### config.mk
export PLATFORM = sky130hd
export DESIGN_NAME = pipe_hazard_forward_unit
export DESIGN_NICKNAME = d
export VERILOG_FILES = /design/src/rtl/pipe_hazard_forward_unit.sv
export SDC_FILE = /design/constraint.sdc
export NUM_CORES = 1
export LEC_CHECK = 0
export CAP_MARGIN = 20
export CORE_MARGIN = 4
export CORE_UTILIZATION = 50
export CTS_BUF_LIST = sky130_fd_sc_hd__clkbuf_4 sky130_fd_sc_hd__clkbuf_8 sky130_fd_sc_hd__clkbuf_16
export CTS_CLUSTER_DIAMETER = 60
export DETAILED_ROUTE_END_ITERATION = 10
export MAX_ROUTING_LAYER = met4
export PLACE_DENSITY_LB_ADDON = 0.1
export RECOVER_POWER = 50
export SETUP_SLACK_MARGIN = 0.2
export SKIP_LAST_GASP = 1
export SLEW_MARGIN = 20
export SYNTH_ARGS = -nofsm -noshare
export SYNTH_HDL_FRONTEND = slang
export SYNTH_SLANG_ARGS = --single-unit
### constraint.sdc
create_clock -name clock -period 5.6 [get_ports clock]
set_input_delay 1.4 -clock clock [delete_from_list [all_inputs] [get_ports clock]]
set_output_delay 1.4 -clock clock [all_outputs]
set_load 0.02 [all_outputs]
### src/rtl/pipe_hazard_forward_unit.sv
// Combined hazard/forward controller for the 5-stage MIPS pipeline: tracks in-flight
// destinations per stage, forwards EX operands, stalls on load-use and flushes on branches.
module pipe_hazard_forward_unit #(
    parameter int RA_W       = 5,
    parameter int FWD_STAGES = 2,
    parameter int LOAD_STALL = 1,
    parameter int BR_STAGE   = 1,
    parameter int CNT_W      = 16,
    localparam int FS_W      = $clog2(FWD_STAGES + 1)
) (
    input  logic                clock,
    input  logic                reset,
    input  logic                id_valid,
    input  logic [RA_W-1:0]     id_rs,
    input  logic [RA_W-1:0]     id_rt,
    input  logic                id_use_rs,
    input  logic                id_use_rt,
    input  logic [RA_W-1:0]     id_rd,
    input  logic                id_reg_write,
    input  logic                id_mem_read,
    input  logic                branch_taken,
    output logic                pc_write,
    output logic                if_id_write,
    output logic                stall,
    output logic [BR_STAGE+1:0] flush_mask,
    output logic [FS_W-1:0]     fwd_a,
    output logic [FS_W-1:0]     fwd_b,
    output logic [CNT_W-1:0]    stall_events
);
    localparam int CW = (LOAD_STALL > 2) ? $clog2(LOAD_STALL - 1) : 1;
    localparam logic [CW-1:0] CNT_INIT = CW'((LOAD_STALL > 1) ? LOAD_STALL - 2 : 0);
    localparam logic [0:0] ST_RUN   = 1'b0;
    localparam logic [0:0] ST_STALL = 1'b1;

    logic [FWD_STAGES:0] sb_valid_reg;
    logic [FWD_STAGES:0] sb_wr_reg;
    logic [FWD_STAGES:0] sb_ld_reg;
    logic [RA_W-1:0]     sb_rd_reg [FWD_STAGES+1];
    logic [RA_W-1:0]     ex_rs_reg;
    logic [RA_W-1:0]     ex_rt_reg;
    logic                ex_use_rs_reg;
    logic                ex_use_rt_reg;
    logic [0:0]          state_reg;
    logic [CW-1:0]       cnt_reg;
    logic [CNT_W-1:0]    events_reg;

    logic                haz;
    logic                stall_int;
    logic [FWD_STAGES:1] match_a;
    logic [FWD_STAGES:1] match_b;
    logic [FS_W-1:0]     fwd_a_next;
    logic [FS_W-1:0]     fwd_b_next;

    // A load in stage 0 has no data yet; the ID consumer must wait.
    assign haz = id_valid & sb_valid_reg[0] & sb_ld_reg[0] & sb_wr_reg[0] &
                 (sb_rd_reg[0] != '0) &
                 ((id_use_rs & (sb_rd_reg[0] == id_rs)) | (id_use_rt & (sb_rd_reg[0] == id_rt)));

    assign stall_int = !reset && !branch_taken && ((state_reg == ST_STALL) || haz);

    // Per-stage producer match; loads only forward once they are past the stall window.
    generate
        for (genvar gi = 1; gi <= FWD_STAGES; gi++) begin : g_match
            logic ld_ok;
            assign ld_ok = (gi > LOAD_STALL) ? 1'b1 : !sb_ld_reg[gi];
            assign match_a[gi] = sb_valid_reg[gi] & sb_wr_reg[gi] & ld_ok & ex_use_rs_reg &
                                 (sb_rd_reg[gi] == ex_rs_reg) & (sb_rd_reg[gi] != '0);
            assign match_b[gi] = sb_valid_reg[gi] & sb_wr_reg[gi] & ld_ok & ex_use_rt_reg &
                                 (sb_rd_reg[gi] == ex_rt_reg) & (sb_rd_reg[gi] != '0);
        end
    endgenerate

    always_comb begin
        fwd_a_next = '0;
        fwd_b_next = '0;
        for (int k = FWD_STAGES; k >= 1; k--) begin
            if (match_a[k]) fwd_a_next = FS_W'(k);
            if (match_b[k]) fwd_b_next = FS_W'(k);
        end
    end

    assign fwd_a        = (reset || !sb_valid_reg[0]) ? '0 : fwd_a_next;
    assign fwd_b        = (reset || !sb_valid_reg[0]) ? '0 : fwd_b_next;
    assign stall        = stall_int;
    assign pc_write     = !stall_int;
    assign if_id_write  = !stall_int;
    assign flush_mask   = {(BR_STAGE + 2){branch_taken & !reset}};
    assign stall_events = events_reg;

    always_ff @(posedge clock) begin
        if (reset) begin
            sb_valid_reg <= '0;
        end else begin
            sb_valid_reg[0] <= id_valid && !stall_int && !branch_taken;
            for (int s = 1; s <= FWD_STAGES; s++)
                sb_valid_reg[s] <= sb_valid_reg[s-1] && !(branch_taken && (s <= BR_STAGE));
        end
        sb_wr_reg[0]  <= id_reg_write;
        sb_ld_reg[0]  <= id_mem_read;
        sb_rd_reg[0]  <= id_rd;
        ex_rs_reg     <= id_rs;
        ex_rt_reg     <= id_rt;
        ex_use_rs_reg <= id_use_rs;
        ex_use_rt_reg <= id_use_rt;
        for (int s = 1; s <= FWD_STAGES; s++) begin
            sb_wr_reg[s] <= sb_wr_reg[s-1];
            sb_ld_reg[s] <= sb_ld_reg[s-1];
            sb_rd_reg[s] <= sb_rd_reg[s-1];
        end
    end

    always_ff @(posedge clock) begin
        if (reset || branch_taken) begin
            state_reg <= ST_RUN;
            cnt_reg   <= '0;
        end else if (state_reg == ST_RUN) begin
            if (haz && (LOAD_STALL > 1)) begin
                state_reg <= ST_STALL;
                cnt_reg   <= CNT_INIT;
            end
        end else if (cnt_reg == '0) begin
            state_reg <= ST_RUN;
        end else begin
            cnt_reg <= cnt_reg - 1'b1;
        end
    end

    always_ff @(posedge clock) begin
        if (reset)
            events_reg <= '0;
        else if (stall_int && (events_reg != '1))
            events_reg <= events_reg + 1'b1;
    end
endmodule

==> flow_summary.ini, run 1 <==
[setup_path]
crit_chain = clkdlybuf4s50_1 > clkbuf_1 > nand2b_1 > nor2_1 > o21ai_0 > nor3b_1 > clkdlybuf4s50_1
crit_top_cell = clkdlybuf4s50_1
worst_path_largest_cell_delay_ns = 0.63
critPathLaunchType = input pin
r2r_slack_ns = 3.58
crit_fanout = 21
rr_worst_depth = 6
cp-end-kind = output port
path_delay_family = buffers and inverters
critPathKind = input pin to output port
crit_path_top_delay_cell = clkdlybuf4s50_1
reg2reg_from = sb_rd_reg[0][4]
arrival_ns = 3.68
worstReg2RegEnd = stall_events[7]
critPathBufInv = 3
crit_required_ns = 4.20

[synthesis]
yosysUniqueCellTypes = 44
postSynthNetCount = 235
yosys_most_used_dff = dfxtp_1
synth_area_per_cell_um2 = 10.02
ys_ff_latch = 51
seq_area_frac_synth = 0.4828
yosysWarnings = 0
synth_edf_count = 0
synthArstFlopShare = 0
syn_inst = 211
synth_area_mm2 = 0.002115

[floorplanning]
dieArea_mm2 = 0.005333
die_h_um = 73.03
core_mm2 = 0.004058
initial_core_util = 0.5211
die_w_um = 73.03
rows = 23
io_pins = 49

[min_path]
hp-start = sb_wr_reg[1]
worstHoldEndpoint = sb_wr_reg[2]
hold_path_depth = 0
hold_class = flop to flop

[clock_network]
path_clk_slew_ns = 0.08
clock-sinks = 51
cts_hold_buf = 0
cts_tree = yes
cts-buffers-inserted = 5
clk_root_buffer_cell = clkbuf_8
clock_latency_ns = 0.30
htreeDepth = 2
post_cts_buffers = 0
cts_resized = 0
clockBufferDepth = 2

[pwr]
vdd_drop_max_v = 0.0001339
powerDensity_mw_per_mm2 = 241.7
leakagePower_nw = 0.9397

[finish]
fillCellCount = 338
diodes = 0
largest_reg_flops = 16
areaGrowthSynthToFinish_pct = 28.46
layout.cells.non_filler = 311
final_core_utilization = 0.6694
layout.nets = 284
drive_gt1_frac = 0.05747

[route]
wl_um = 4496
drt_pass1_iterations = 4
wire_per_inst_um = 14.46
vias_per_cell = 5.412
antenna_left = 0
dr.first_iter.drc_count = 79
dr_total_vias = 1683
drcViolationCount = 0

[timing]
slew_headroom = 0.4081
rsz0062_at_grt = false
fin_crit_ns = 5.076
maxSlewViolCount = 0
setup_viol = 0
worst_pin_slew_ns = 0.8879
finalCritPeriodShare = 0.9064
hold_violations = 0
finClkSkew_ns = 0.008530
setup_tns_ns = 0
fmax_ghz = 0.1970

[global_route]
antenna_found_initial = 0
track_usage = 0.1818
grt_overflow = 0
grt_max_degree = 26
first_global_vias = 1527
grt_pass1_wl_um = 7265

[outcome]
status = finished clean

[job]
cap_violations = 0

[place]
dp.cells = 303
port_buffers = 48
gp_congestion = 0.7911
dp.final_hpwl_um = 3421
[synthesized netlist by cell type, types with 2 or more instances]
library cell   n  area [um2]
a211oi_1       2       15.01
a21oi_1       11       55.05
and2_1         3       18.77
and3_1         2       12.51
and4_1         3       26.28
buf_2          2       10.01
buf_4          3       22.52
clkbuf_1       2       7.510
dfxtp_1       51        1021
inv_1          4       15.01
mux2_1         3       33.78
nand2_1        9       33.78
nand3_1        9       45.04
nand4_1        8       50.05
nor2_1        12       45.04
nor2b_1        5       31.28
nor3_1         3       15.01
nor3b_1        2       15.01
nor4_1         5       31.28
o21ai_0        4       20.02
o31ai_1        7       52.55
or3_1          3       18.77
or4_1          9       67.56
xnor2_1       14       122.6
xor2_1        16       140.1
[layout by cell type (no fill, tap or decap), types with 5 or more instances in the layout]
cell type         n
a21oi_1          11
clkbuf_8          6
clkdlybuf4s50_1  26
dfxtp_1          51
dlygate4sd3_1    22
nand2_1           9
nand3_1           9
nand4_1           8
nor2_1           12
nor2b_1           5
nor4_1            5
o31ai_1           7
or4_1             9
xnor2_1          14
xor2_1           16
[how the worst max path moves through the flow]
stage / startpoint / endpoint / cells past startpoint
detailed placement: branch_taken / stall / 6
finish: reset / fwd_b[1] / 7
CTS: branch_taken / stall / 6
floorplan: id_rs[1] / pc_write / 7
global route: reset / fwd_a[1] / 7
global placement: branch_taken / stall / 6
[per-layer routing]
metal	global-route usage	vias up	share of wire
met4	0.05533	0	0.014
met1	0.2515	772	0.51
met2	0.2622	40	0.44
met5	-	-	0
met3	0.04270	6	0.040
li1	-	865	-
[kinds of logic (layout without fill, tap and decap cells)]
kind of cell	after synthesis	after routing	synth area share
adders and majority gates	1	1	0.005916
DFF	51	51	0.4828
xor gates and xnor gates	30	30	0.1243
AOI/OAI and AO/OA	33	33	0.1077
and+or+nand+nor	81	81	0.2319
buffers and inverters	12	62	0.03136
muxes	3	3	0.01598
[area by class of cell]
class | count | area [um2] | share of cell area
multi-input combinational | 148 | 1027 | 0.3782
clock inverter | 1 | 8.758 | 0.003224
sequential | 51 | 1021 | 0.3759
timing repair buffer | 50 | 491.7 | 0.1810
inverter | 4 | 15.01 | 0.005527
clock buffer | 7 | 90.09 | 0.03316
tap | 50 | 62.56 | 0.02303
[per-stage QoR]
stage / total power [mW] / hold slack, ns / instance area [um2] / setup WS [ns]
after floorplan: 0.4212 / 0.3306 / 2115 / 1.275
after global routing: 0.6810 / 0.3662 / 2716 / 0.2951
after global placement: 0.4474 / 0.3392 / 2621 / 0.6686
after CTS: 0.6654 / 0.3547 / 2720 / 0.6215
final: 0.6566 / 0.3531 / 2716 / 0.5241
after detailed placement: 0.4481 / 0.3376 / 2621 / 0.6245
[where the power goes]
| group | switching, mW | total, mW | internal (mW) | leakage [nW] |
|---|---|---|---|---|
| clock | 0.114 | 0.220 | 0.106 | 0.0519 |
| combinational | 0.0208 | 0.0485 | 0.0277 | 0.465 |
| sequential | 0.0125 | 0.388 | 0.375 | 0.423 |
(Power assumes the default switching activity.)
==> run 2, diff against run 1 <==
CORE_ASPECT_RATIO = 1.25   (was not set)
GPL_TIMING_DRIVEN = 0   (was not set)
HOLD_SLACK_MARGIN = 0.12   (was not set)
==> run 2 against run 1 <==
  * Wire length is 6.3% higher
  * Design area is 1.8% higher
  * Sequential share of layout area is 0.65 points lower
  * Clock skew is 0.0029 ns lower
  * Combinational power is 7.4% higher
  * Largest power group unchanged
  * Critical path depth is 2 higher
  * Clock power hardly changed
  * Worst setup slack worse by 0.22 ns
  * Die area is 0.12% higher
  * Final cell count is 3.9% higher
  * Hold slack better by 0.0070 ns
==> flow_summary.ini, run 2 (synthesis gave the netlist of run 1 again) <==
[global_route]
grt_overflow = 0
grt_max_degree = 17
grt_pass1_wl_um = 8004
first_global_vias = 1763
antenna_found_initial = 0
track_usage = 0.1997

[floorplanning]
die_w_um = 66.17
die_h_um = 80.71
io_pins = 49
dieArea_mm2 = 0.005340
initial_core_util = 0.5159
core_mm2 = 0.004099
rows = 26

[pwr]
vdd_drop_max_v = 0.0001160
leakagePower_nw = 0.9576
power_switching_uw = 151.0
pwr-share-seq = 0.590
combPwrFrac = 0.079
pwr-share-clk = 0.331
p_int_uw = 504.8
switching_share = 0.2303
powerDensity_mw_per_mm2 = 237.3

[outcome]
status = finished clean

[job]
cap_violations = 0

[timing]
fmax_ghz = 0.1887
rsz0062_at_grt = false
fin_crit_ns = 5.298
worst_pin_slew_ns = 0.4757
maxSlewViolCount = 0
hold_violations = 0
whs_ns = 0.3601
setup_tns_ns = 0
finClkSkew_ns = 0.005635
setup_viol = 0
finalCritPeriodShare = 0.9461
slew_headroom = 0.6828

[clock_network]
cts_resized = 0
clockBufferDepth = 2
path_clk_slew_ns = 0.08
cts_hold_buf = 0
post_cts_buffers = 0
clk_root_buffer_cell = clkbuf_8
cts_tree = yes
clock-sinks = 51
cts-buffers-inserted = 5
htreeDepth = 2
clock_latency_ns = 0.30

[setup_path]
reg2reg_from = sb_rd_reg[0][3]
worst_path_largest_cell_delay_ns = 0.58
r2r_slack_ns = 3.55
cp-endpoint = pc_write
critPathLaunchType = input pin
cp-end-kind = output port
crit_chain = dlygate4sd3_1 > xnor2_1 > nand4_1 > o22a_1 > buf_2 > nor2_1 > inv_1 > buf_4 > clkdlybuf4s50_1
rr_worst_depth = 6
worstReg2RegEnd = stall_events[2]
crit_required_ns = 4.20
arrival_ns = 3.90
critPathKind = input pin to output port
crit_path_start = id_rt[0]
crit_path_top_delay_cell = dlygate4sd3_1
crit_fanout = 10

[finish]
largest_reg_flops = 16
areaGrowthSynthToFinish_pct = 30.71
diodes = 0
final_cell_mix = dfxtp_1 (51), clkdlybuf4s50_1 (25), dlygate4sd3_1 (23)
layout.nets = 290
final_common_cell = dfxtp_1
drive_gt1_frac = 0.07491
postLayoutCellArea_mm2 = 0.002764

[route]
antenna_left = 0
dr.first_iter.drc_count = 29
drcViolationCount = 0
drt_pass1_iterations = 4
wl_um = 4778
wire_per_inst_um = 14.79
vias_per_cell = 5.446
dr_total_vias = 1759

[place]
dp.final_hpwl_um = 3881
placed_area_mm2 = 0.002665
port_buffers = 48
gp_congestion = 0.8463

[min_path]
hold_class = flop to flop
run 2: cell types whose count changed in the layout (fill, tap and decap cells not counted), sizes merged:
cell,delta
clkdlybuf4s50,-1
buf,+5
clkinvlp,+1
dlygate4sd3,+1
run 2: metrics by stage:
| step | util | total power [mW] | setup WS (ns) | instances |
|---|---|---|---|---|
| 4_1_cts | 0.6743 | 0.6634 | 0.4002 | 323 |
| 3_3_place_gp | 0.6502 | 0.4495 | 0.3523 | 315 |
| 6_report | 0.6743 | 0.6559 | 0.3019 | 323 |
| 3_5_place_dp | 0.6502 | 0.4509 | 0.4069 | 315 |
| 5_1_grt | 0.6743 | 0.6819 | 0.1691 | 323 |
| 2_1_floorplan | - | 0.4212 | 1.275 | 211 |
run 2: worst max-delay path, delay by kind of cell:
family / cells / cell delay, ns
AOI/OAI and AO/OA: 1 / 0.33
xor gates and xnor gates: 1 / 0.19
buffers and inverters: 5 / 1.55
and+or+nand+nor: 2 / 0.42
run 2: area by class of cell:
type                    instances  area, um2
fillers                       366       1335
multi-input cells             148       1027
flip-flops and latches         51       1021
repair buffers                 48      480.5
clock buffers                   6      82.58
well taps                      56      70.07
plain buffers                   8      51.30
clock inverters                 2      16.27
inverters                       4      15.01
run 2: power by group through the flow:
stage / registers (mW) / clock network (mW) / logic, mW
6_report: 0.387 / 0.217 / 0.0521
5_1_grt: 0.389 / 0.236 / 0.0572
4_1_cts: 0.387 / 0.221 / 0.0556
3_5_place_dp: 0.396 / 0 / 0.0553
3_3_place_gp: 0.395 / 0 / 0.0543
2_1_floorplan: 0.393 / 0 / 0.0281
run 2: metal layers:
layer | global-route usage | routed length [um] | vias to the layer above
met5 | - | 0 | -
met4 | 0.05488 | 51 | 0
met2 | 0.3754 | 2726 | 31
li1 | - | - | 871
met3 | 0.03357 | 139 | 6
met1 | 0.2111 | 1860 | 851
run 2: worst min-delay path by stage:
stage	from	to	slack, ns	cells after the start
after global placement	sb_wr_reg[1]	sb_wr_reg[2]	0.34	0
after global routing	sb_wr_reg[0]	sb_wr_reg[1]	0.37	0
final	sb_wr_reg[1]	sb_wr_reg[2]	0.36	0
after CTS	sb_wr_reg[0]	sb_wr_reg[1]	0.36	0
after detailed placement	sb_wr_reg[0]	sb_wr_reg[1]	0.35	0
after floorplan	sb_wr_reg[1]	sb_wr_reg[2]	0.33	0
